===== src/rtl/icache_pkg.sv =====
// Shared types and sizes for the direct-mapped instruction cache.
package icache_pkg;

  localparam int IWORD_W = 32;
  localparam int ISETS   = 16;
  localparam int IIDX_W  = $clog2(ISETS);
  localparam int ITAG_W  = IWORD_W - IIDX_W - 2;

  // Fetch address split into tag / frame index / byte offset.
  typedef struct packed {
    logic [ITAG_W-1:0] tag;
    logic [IIDX_W-1:0] idx;
    logic [1:0]        bytoff;
  } icachef_t;

  // One cache frame: a single instruction word.
  typedef struct packed {
    logic              valid;
    logic [ITAG_W-1:0] tag;
    logic [IWORD_W-1:0] data;
  } icache_frame_t;

  typedef enum logic {
    IDLE,
    FETCH
  } icache_state_t;

endpackage


===== src/rtl/icache_if.sv =====
// Fetch-side and memory-side signals of one instruction cache instance.
interface icache_if #(
  parameter int WORD_W = 32
);
  logic              imemREN;
  logic [WORD_W-1:0] imemaddr;
  logic              ihit;
  logic [WORD_W-1:0] imemload;
  logic              iflush;
  logic              iREN;
  logic [WORD_W-1:0] iaddr;
  logic              iwait;
  logic [WORD_W-1:0] iload;

  // The cache itself.
  modport slave (
    input  imemREN, imemaddr, iflush, iwait, iload,
    output ihit, imemload, iREN, iaddr
  );

  // The datapath fetch stage together with the memory controller port.
  modport master (
    output imemREN, imemaddr, iflush, iwait, iload,
    input  ihit, imemload, iREN, iaddr
  );
endinterface


===== src/rtl/icache_frames.sv =====
// Frame storage: one synchronous write port, one combinational read port,
// and a clear-all that only touches the valid bits.
module icache_frames #(
  parameter  int WORD_W = 32,
  parameter  int SETS   = 16,
  localparam int IDX_W  = $clog2(SETS),
  localparam int TAG_W  = WORD_W - IDX_W - 2
) (
  input  logic              clk,
  input  logic              clr,
  input  logic              we,
  input  logic [IDX_W-1:0]  widx,
  input  logic [TAG_W-1:0]  wtag,
  input  logic [WORD_W-1:0] wdata,
  input  logic [IDX_W-1:0]  ridx,
  output logic              rvalid,
  output logic [TAG_W-1:0]  rtag,
  output logic [WORD_W-1:0] rdata
);

  logic [SETS-1:0]   valid;
  logic [TAG_W-1:0]  tags [SETS];
  logic [WORD_W-1:0] words [SETS];

  // Valid bits: clear-all wins over a fill.
  always_ff @(posedge clk) begin
    if (clr) begin
      valid <= '0;
    end else if (we) begin
      valid[widx] <= 1'b1;
    end
  end

  // Tag and data are never reset; they only matter once valid is set.
  always_ff @(posedge clk) begin
    if (we) begin
      tags[widx]  <= wtag;
      words[widx] <= wdata;
    end
  end

  assign rvalid = valid[ridx];
  assign rtag   = tags[ridx];
  assign rdata  = words[ridx];

endmodule


===== src/rtl/icache.sv =====
// Direct-mapped read-only instruction cache: combinational hit path plus a
// two-state fill FSM towards the memory controller's instruction port.
module icache
  import icache_pkg::*;
#(
  parameter int WORD_W = 32,
  parameter int SETS   = 16
) (
  input logic     CLK,
  input logic     RST,
  icache_if.slave bus
);

  localparam int IDX_W = $clog2(SETS);
  localparam int TAG_W = WORD_W - IDX_W - 2;

  icache_state_t     state;
  logic [WORD_W-3:0] missaddr;
  logic              ren_q;
  logic [WORD_W-1:0] iaddr_q;

  logic [IDX_W-1:0]  req_idx;
  logic [TAG_W-1:0]  req_tag;
  logic              rvalid;
  logic [TAG_W-1:0]  rtag;
  logic [WORD_W-1:0] rdata;
  logic              hit;
  logic              fill_we;
  logic              unused_offset;

  assign req_idx       = bus.imemaddr[IDX_W+1:2];
  assign req_tag       = bus.imemaddr[WORD_W-1:IDX_W+2];
  assign unused_offset = ^bus.imemaddr[1:0];

  // Lookups are only answered while idle and never during a flush cycle.
  assign hit = bus.imemREN & rvalid & (rtag == req_tag) & (state == IDLE) & ~bus.iflush;

  // A fill lands only on the cycle memory answers, unless reset or flush overrides it.
  assign fill_we = (state == FETCH) & ~bus.iwait & ~bus.iflush & ~RST;

  icache_frames #(
    .WORD_W (WORD_W),
    .SETS   (SETS)
  ) u_frames (
    .clk    (CLK),
    .clr    (RST | bus.iflush),
    .we     (fill_we),
    .widx   (missaddr[IDX_W-1:0]),
    .wtag   (missaddr[WORD_W-3:IDX_W]),
    .wdata  (bus.iload),
    .ridx   (req_idx),
    .rvalid (rvalid),
    .rtag   (rtag),
    .rdata  (rdata)
  );

  // Fill FSM with registered memory-side request; a started fill is never cancelled.
  always_ff @(posedge CLK) begin
    if (RST) begin
      state    <= IDLE;
      missaddr <= '0;
      ren_q    <= 1'b0;
      iaddr_q  <= '0;
    end else begin
      case (state)
        IDLE: begin
          if (bus.imemREN && !hit && !bus.iflush) begin
            missaddr <= bus.imemaddr[WORD_W-1:2];
            ren_q    <= 1'b1;
            iaddr_q  <= {bus.imemaddr[WORD_W-1:2], 2'b00};
            state    <= FETCH;
          end
        end
        FETCH: begin
          if (!bus.iwait) begin
            ren_q   <= 1'b0;
            iaddr_q <= '0;
            state   <= IDLE;
          end
        end
        default: begin
          ren_q   <= 1'b0;
          iaddr_q <= '0;
          state   <= IDLE;
        end
      endcase
    end
  end

  assign bus.ihit     = hit;
  assign bus.imemload = hit ? rdata : '0;
  assign bus.iREN     = ren_q;
  assign bus.iaddr    = iaddr_q;

endmodule


===== src/flat_wrapper.sv =====
// flat-port wrapper written by rule: the top's interface ports become plain ports
module icache_flat import icache_pkg::*;
#(
  parameter int WORD_W = 32,
  parameter int SETS   = 16
)
  (CLK, RST, bus_imemREN, bus_imemaddr, bus_iflush, bus_iwait, bus_iload, bus_ihit, bus_imemload, bus_iREN, bus_iaddr);
  icache_if #(.WORD_W(WORD_W)) bus_i ();
  input logic CLK;
  input logic RST;
  input wire logic [$bits(bus_i.imemREN)-1:0] bus_imemREN;
  input wire logic [$bits(bus_i.imemaddr)-1:0] bus_imemaddr;
  input wire logic [$bits(bus_i.iflush)-1:0] bus_iflush;
  input wire logic [$bits(bus_i.iwait)-1:0] bus_iwait;
  input wire logic [$bits(bus_i.iload)-1:0] bus_iload;
  output wire logic [$bits(bus_i.ihit)-1:0] bus_ihit;
  output wire logic [$bits(bus_i.imemload)-1:0] bus_imemload;
  output wire logic [$bits(bus_i.iREN)-1:0] bus_iREN;
  output wire logic [$bits(bus_i.iaddr)-1:0] bus_iaddr;
  assign bus_i.imemREN = bus_imemREN;
  assign bus_i.imemaddr = bus_imemaddr;
  assign bus_i.iflush = bus_iflush;
  assign bus_i.iwait = bus_iwait;
  assign bus_i.iload = bus_iload;
  assign bus_ihit = bus_i.ihit;
  assign bus_imemload = bus_i.imemload;
  assign bus_iREN = bus_i.iREN;
  assign bus_iaddr = bus_i.iaddr;
  icache #(.WORD_W(WORD_W), .SETS(SETS)) u_core (.CLK(CLK), .RST(RST), .bus(bus_i));
endmodule

===== config.mk =====
export PLATFORM = sky130hd
export DESIGN_NAME = icache_flat
export DESIGN_NICKNAME = d
export VERILOG_FILES = /design/src/rtl/icache_pkg.sv /design/src/rtl/icache_if.sv /design/src/rtl/icache_frames.sv /design/src/rtl/icache.sv /design/src/flat_wrapper.sv
export SDC_FILE = /design/constraint.sdc
export NUM_CORES = 1
export LEC_CHECK = 0
export BUFFER_PORTS_ARGS = -buffer_cell sky130_fd_sc_hd__buf_2
export CAP_MARGIN = 20
export CELL_PAD_IN_SITES_DETAIL_PLACEMENT = 1
export CELL_PAD_IN_SITES_GLOBAL_PLACEMENT = 1
export CORE_MARGIN = 5
export CORE_UTILIZATION = 37
export DETAILED_ROUTE_END_ITERATION = 10
export PLACE_DENSITY = 0.55
export SLEW_MARGIN = 25
export SYNTH_ARGS = -nofsm -noshare
export SYNTH_HDL_FRONTEND = slang
export SYNTH_SLANG_ARGS = --single-unit

===== constraint.sdc =====
create_clock -name CLK -period 13.5 [get_ports CLK]
set_input_delay 2.7 -clock CLK [delete_from_list [all_inputs] [get_ports CLK]]
set_output_delay 2.7 -clock CLK [all_outputs]
set_load 0.005 [all_outputs]

==> run_results.csv <==
group,metric,value,unit
grt,grt_pass1_vias,21425,
critical_path,worstPathCellList,"buf_8 -> buf_16 -> buf_4 -> mux4_2 -> mux4_2 -> xnor2_2 -> nand2_1 -> nor3_2 -> nand4_1 -> or4b_4 -> buf_4 -> nor2b_1 -> buf_2",
floorplan,die_w,339,µm
timing,rsz0062_at_grt,"false",
logic_synthesis,synth_area,39900,µm²
floorplan,rows,120,
final_layout,multi_input_area,9890,µm²
clock_tree,ctsHtreeMaxLevel,3,
critical_path,crit_type,"in -> out",
power_and_ir_drop,p_leak,14.9,nW
critical_path,crit_path_top_delay_cell,"or4b_4",
critical_path,crit_family,"buffers and inverters",
timing,max_freq,0.0994,GHz
power_and_ir_drop,ir_worst_vdd,108,µV
final_layout,syn_to_final_growth,15.0,%
clock_tree,clockRootBuffer,"clkbuf_16",
floorplan,core_area,107000,µm²
placed_design,io_buffer_count,130,
critical_path,cp_max_fo,65,
final_layout,design_area,45900,µm²
clock_tree,ctsResizeCount,0,
drt,wl_per_cell,28.5,µm
critical_path,cp-start-kind,"primary input",
critical_path,cp.arrival,7.36,ns
final_layout,utilization,42.9,%
timing,finClkSkew,0.0534,ns
logic_synthesis,synth-main-ff-cell,"edfxtp_1",
clock_tree,cts_setup_buffers,0,
run,cap_viol_max_count,0,
timing,period_needed,10.06,ns
final_layout,regArea,29400,µm²
clock_tree,hold_buffers,0,
critical_path,cp-end-kind,"output pin",
drt,drtAntennaViolNets,0,
drt,viasPerCell,5.48,
clock_tree,clockBufferDepth,3,
timing,hold_ws,0.450,ns
floorplan,die_y,339,µm
drt,wirelength,101,mm
clock_tree,cts_tree,"done",
clock_tree,cts.sinks,1006,
timing,maxSlewHeadroom,31.4,%
critical_path,worst-path-buf-inv,5,
logic_synthesis,ys_async_sr_fraction,0,%
floorplan,die-area,115000,µm²
critical_path,slowest_delay,0.77,ns
drt,drcViolationCount,0,
drt,drt_first_pass_iters,5,
grt,grt_pass1_wl,148,mm
final_layout,layout.cells.non_filler,3545,
drt,vias,19441,
critical_path,required,10.80,ns
logic_synthesis,synth.distinct_cells,65,
grt,grt_antenna_before_repair,3,
clock_tree,cts.clk_slew.worst_paths,0.05,ns
clock_tree,clkLatencyLatePin,0.70,ns
placed_design,dpl.hpwl,52.9,mm
grt,grt_max_degree,83,
floorplan,initial_core_util,37.3,%
placed_design,globalplace.congestion,0.749,
final_layout,layout-drive-gt1-share,31.3,%
final_layout,final_nets,2120,
timing,tightest_slew,1.03,ns
timing,finalCritPeriodShare,74.6,%
logic_synthesis,synth-warning-count,0,
run_status,outcome,"completed",
grt,grt_use_total,17.5,%
clock_tree,numCtsBuffers,108,
logic_synthesis,synthCells,1878,
logic_synthesis,synth_edf_count,928,
timing,setup_tns,0,ns
timing,hold_viol,0,
power_and_ir_drop,p_per_area,147,nW/µm²
floorplan,io-pin-count,135,
logic_synthesis,ys_seq_elements,1006,
timing,final-setup-viol-count,0,
drt,drt_iter0_markers,1516,
logic_synthesis,yosysSeqAreaShare,73.7,%
placed_design,dp_cells,3341,
grt,gr-total-overflow,0,
timing,slew_violations,0,
logic_synthesis,post_synth.cell_area_avg,21.3,µm²
placed_design,place_area,42300,µm²
min_path,hold_path.class,"reg -> reg",
final_layout,n_fill_cell,9974,
metal layers:
| metal | GRT usage (%) | wire length [µm] | up-vias |
|---|---|---|---|
| met5 | 0 | 0 | - |
| met4 | 3.80 | 1910 | 0 |
| met3 | 3.03 | 4080 | 134 |
| met2 | 28.8 | 49200 | 437 |
| met1 | 24.5 | 45900 | 10653 |
| li1 | - | - | 8217 |
where the power goes:
part	internal, W	total (W)	leakage, nW	switching [W]
clock network	0.00174	0.00296	1.75	0.00122
registers	0.00343	0.00347	9.04	0.0000386
logic	0.000135	0.000301	4.15	0.000166
total	0.00531	0.00673	14.9	0.00143
logic make-up after synthesis:
logic type / after synthesis / synth area share (%)
muxes: 318 / 16.5
xor gates and xnor gates: 28 / 0.651
DFF: 1006 / 73.7
and+or+nand+nor: 214 / 3.71
buffers and inverters: 150 / 1.94
AOI/OAI and AO/OA: 161 / 3.48
other: 1 / 0.00939
stage by stage:
step                setup WS (ns)  total power [W]
floorplan                    5.39          0.00372
global placement             3.27          0.00383
detailed placement           3.26          0.00384
CTS                          3.26          0.00683
global route                 3.15          0.00698
finish                       3.44          0.00673
state kept, by name (all words and copies together) (netlist names):
name / flops
u_core.u_frames.words: 512
u_core.u_frames.tags: 416
u_core.bus.iaddr: 30
u_core.missaddr: 30
u_core.u_frames.valid: 16
u_core.bus.iREN: 1
u_core.state: 1
worst paths after layout:
check / startpoint / endpoint / slack, ns / cells past startpoint
max reg2reg: u_core.u_frames.tags[5][25]$_DFFE_PP_ / u_core.bus.iaddr[26]$_SDFFE_PP0P_ / 9.46 / 10
min: u_core.bus.iREN$_SDFFE_PP0P_ / u_core.bus.iREN$_SDFFE_PP0P_ / 0.45 / 1
min reg2reg: u_core.bus.iREN$_SDFFE_PP0P_ / u_core.bus.iREN$_SDFFE_PP0P_ / 0.45 / 1
max: bus_imemaddr[3] / bus_imemload[31] / 3.44 / 13
cell usage in the layout, fill, tap and decap left out, types with 16 or more instances in the layout:
cell,instances
edfxtp_1,928
mux4_2,267
buf_2,127
clkbuf_16,108
dfxtp_1,78
nand2_1,48
buf_4,43
mux2i_1,42
nand4b_1,30
nor2b_4,29
inv_1,29
and2_1,29
a32oi_1,29
o32a_1,29
o211ai_1,29
clkbuf_1,27
a21bo_1,26
clkinv_1,22
clkinv_2,19
o21a_1,16
area by class of cell:
cell class	instances	share of cell area, %
Tap cell	1403	3.82
Inverter	32	0.267
Clock buffer	141	6.28
Antenna cell	1	0.00545
Multi-Input combinational cell	723	21.5
Sequential cell	1006	64.0
Clock inverter	59	1.53
Timing Repair Buffer	180	2.53
cell usage after synthesis (4+ instances only):
cell type | count | area share (%)
nor3b_1 | 4 | 0.075
edfxtp_1 | 928 | 70
and2_1 | 29 | 0.45
clkbuf_1 | 47 | 0.44
buf_6 | 8 | 0.23
mux2i_1 | 42 | 1.1
buf_2 | 45 | 0.56
o21ai_0 | 4 | 0.050
a21bo_2 | 5 | 0.13
nand4b_1 | 30 | 0.66
o32a_1 | 29 | 0.73
nand3_1 | 9 | 0.11
nor3_1 | 13 | 0.16
dfxtp_1 | 78 | 3.9
and3_1 | 5 | 0.078
mux4_2 | 267 | 15
nor2_1 | 19 | 0.18
xor2_1 | 15 | 0.33
a32oi_1 | 29 | 0.64
o21a_1 | 16 | 0.30
o211ai_1 | 29 | 0.54
mux4_1 | 5 | 0.33
nor2b_4 | 29 | 1.0
nand2_1 | 48 | 0.45
buf_1 | 4 | 0.038
a21bo_1 | 26 | 0.65
nand4_1 | 4 | 0.063
a21oi_1 | 4 | 0.050
mux2_2 | 4 | 0.11
inv_1 | 29 | 0.27
xnor2_1 | 11 | 0.24
nor2b_1 | 7 | 0.11
buf_4 | 10 | 0.19
(Power assumes the default switching activity.)
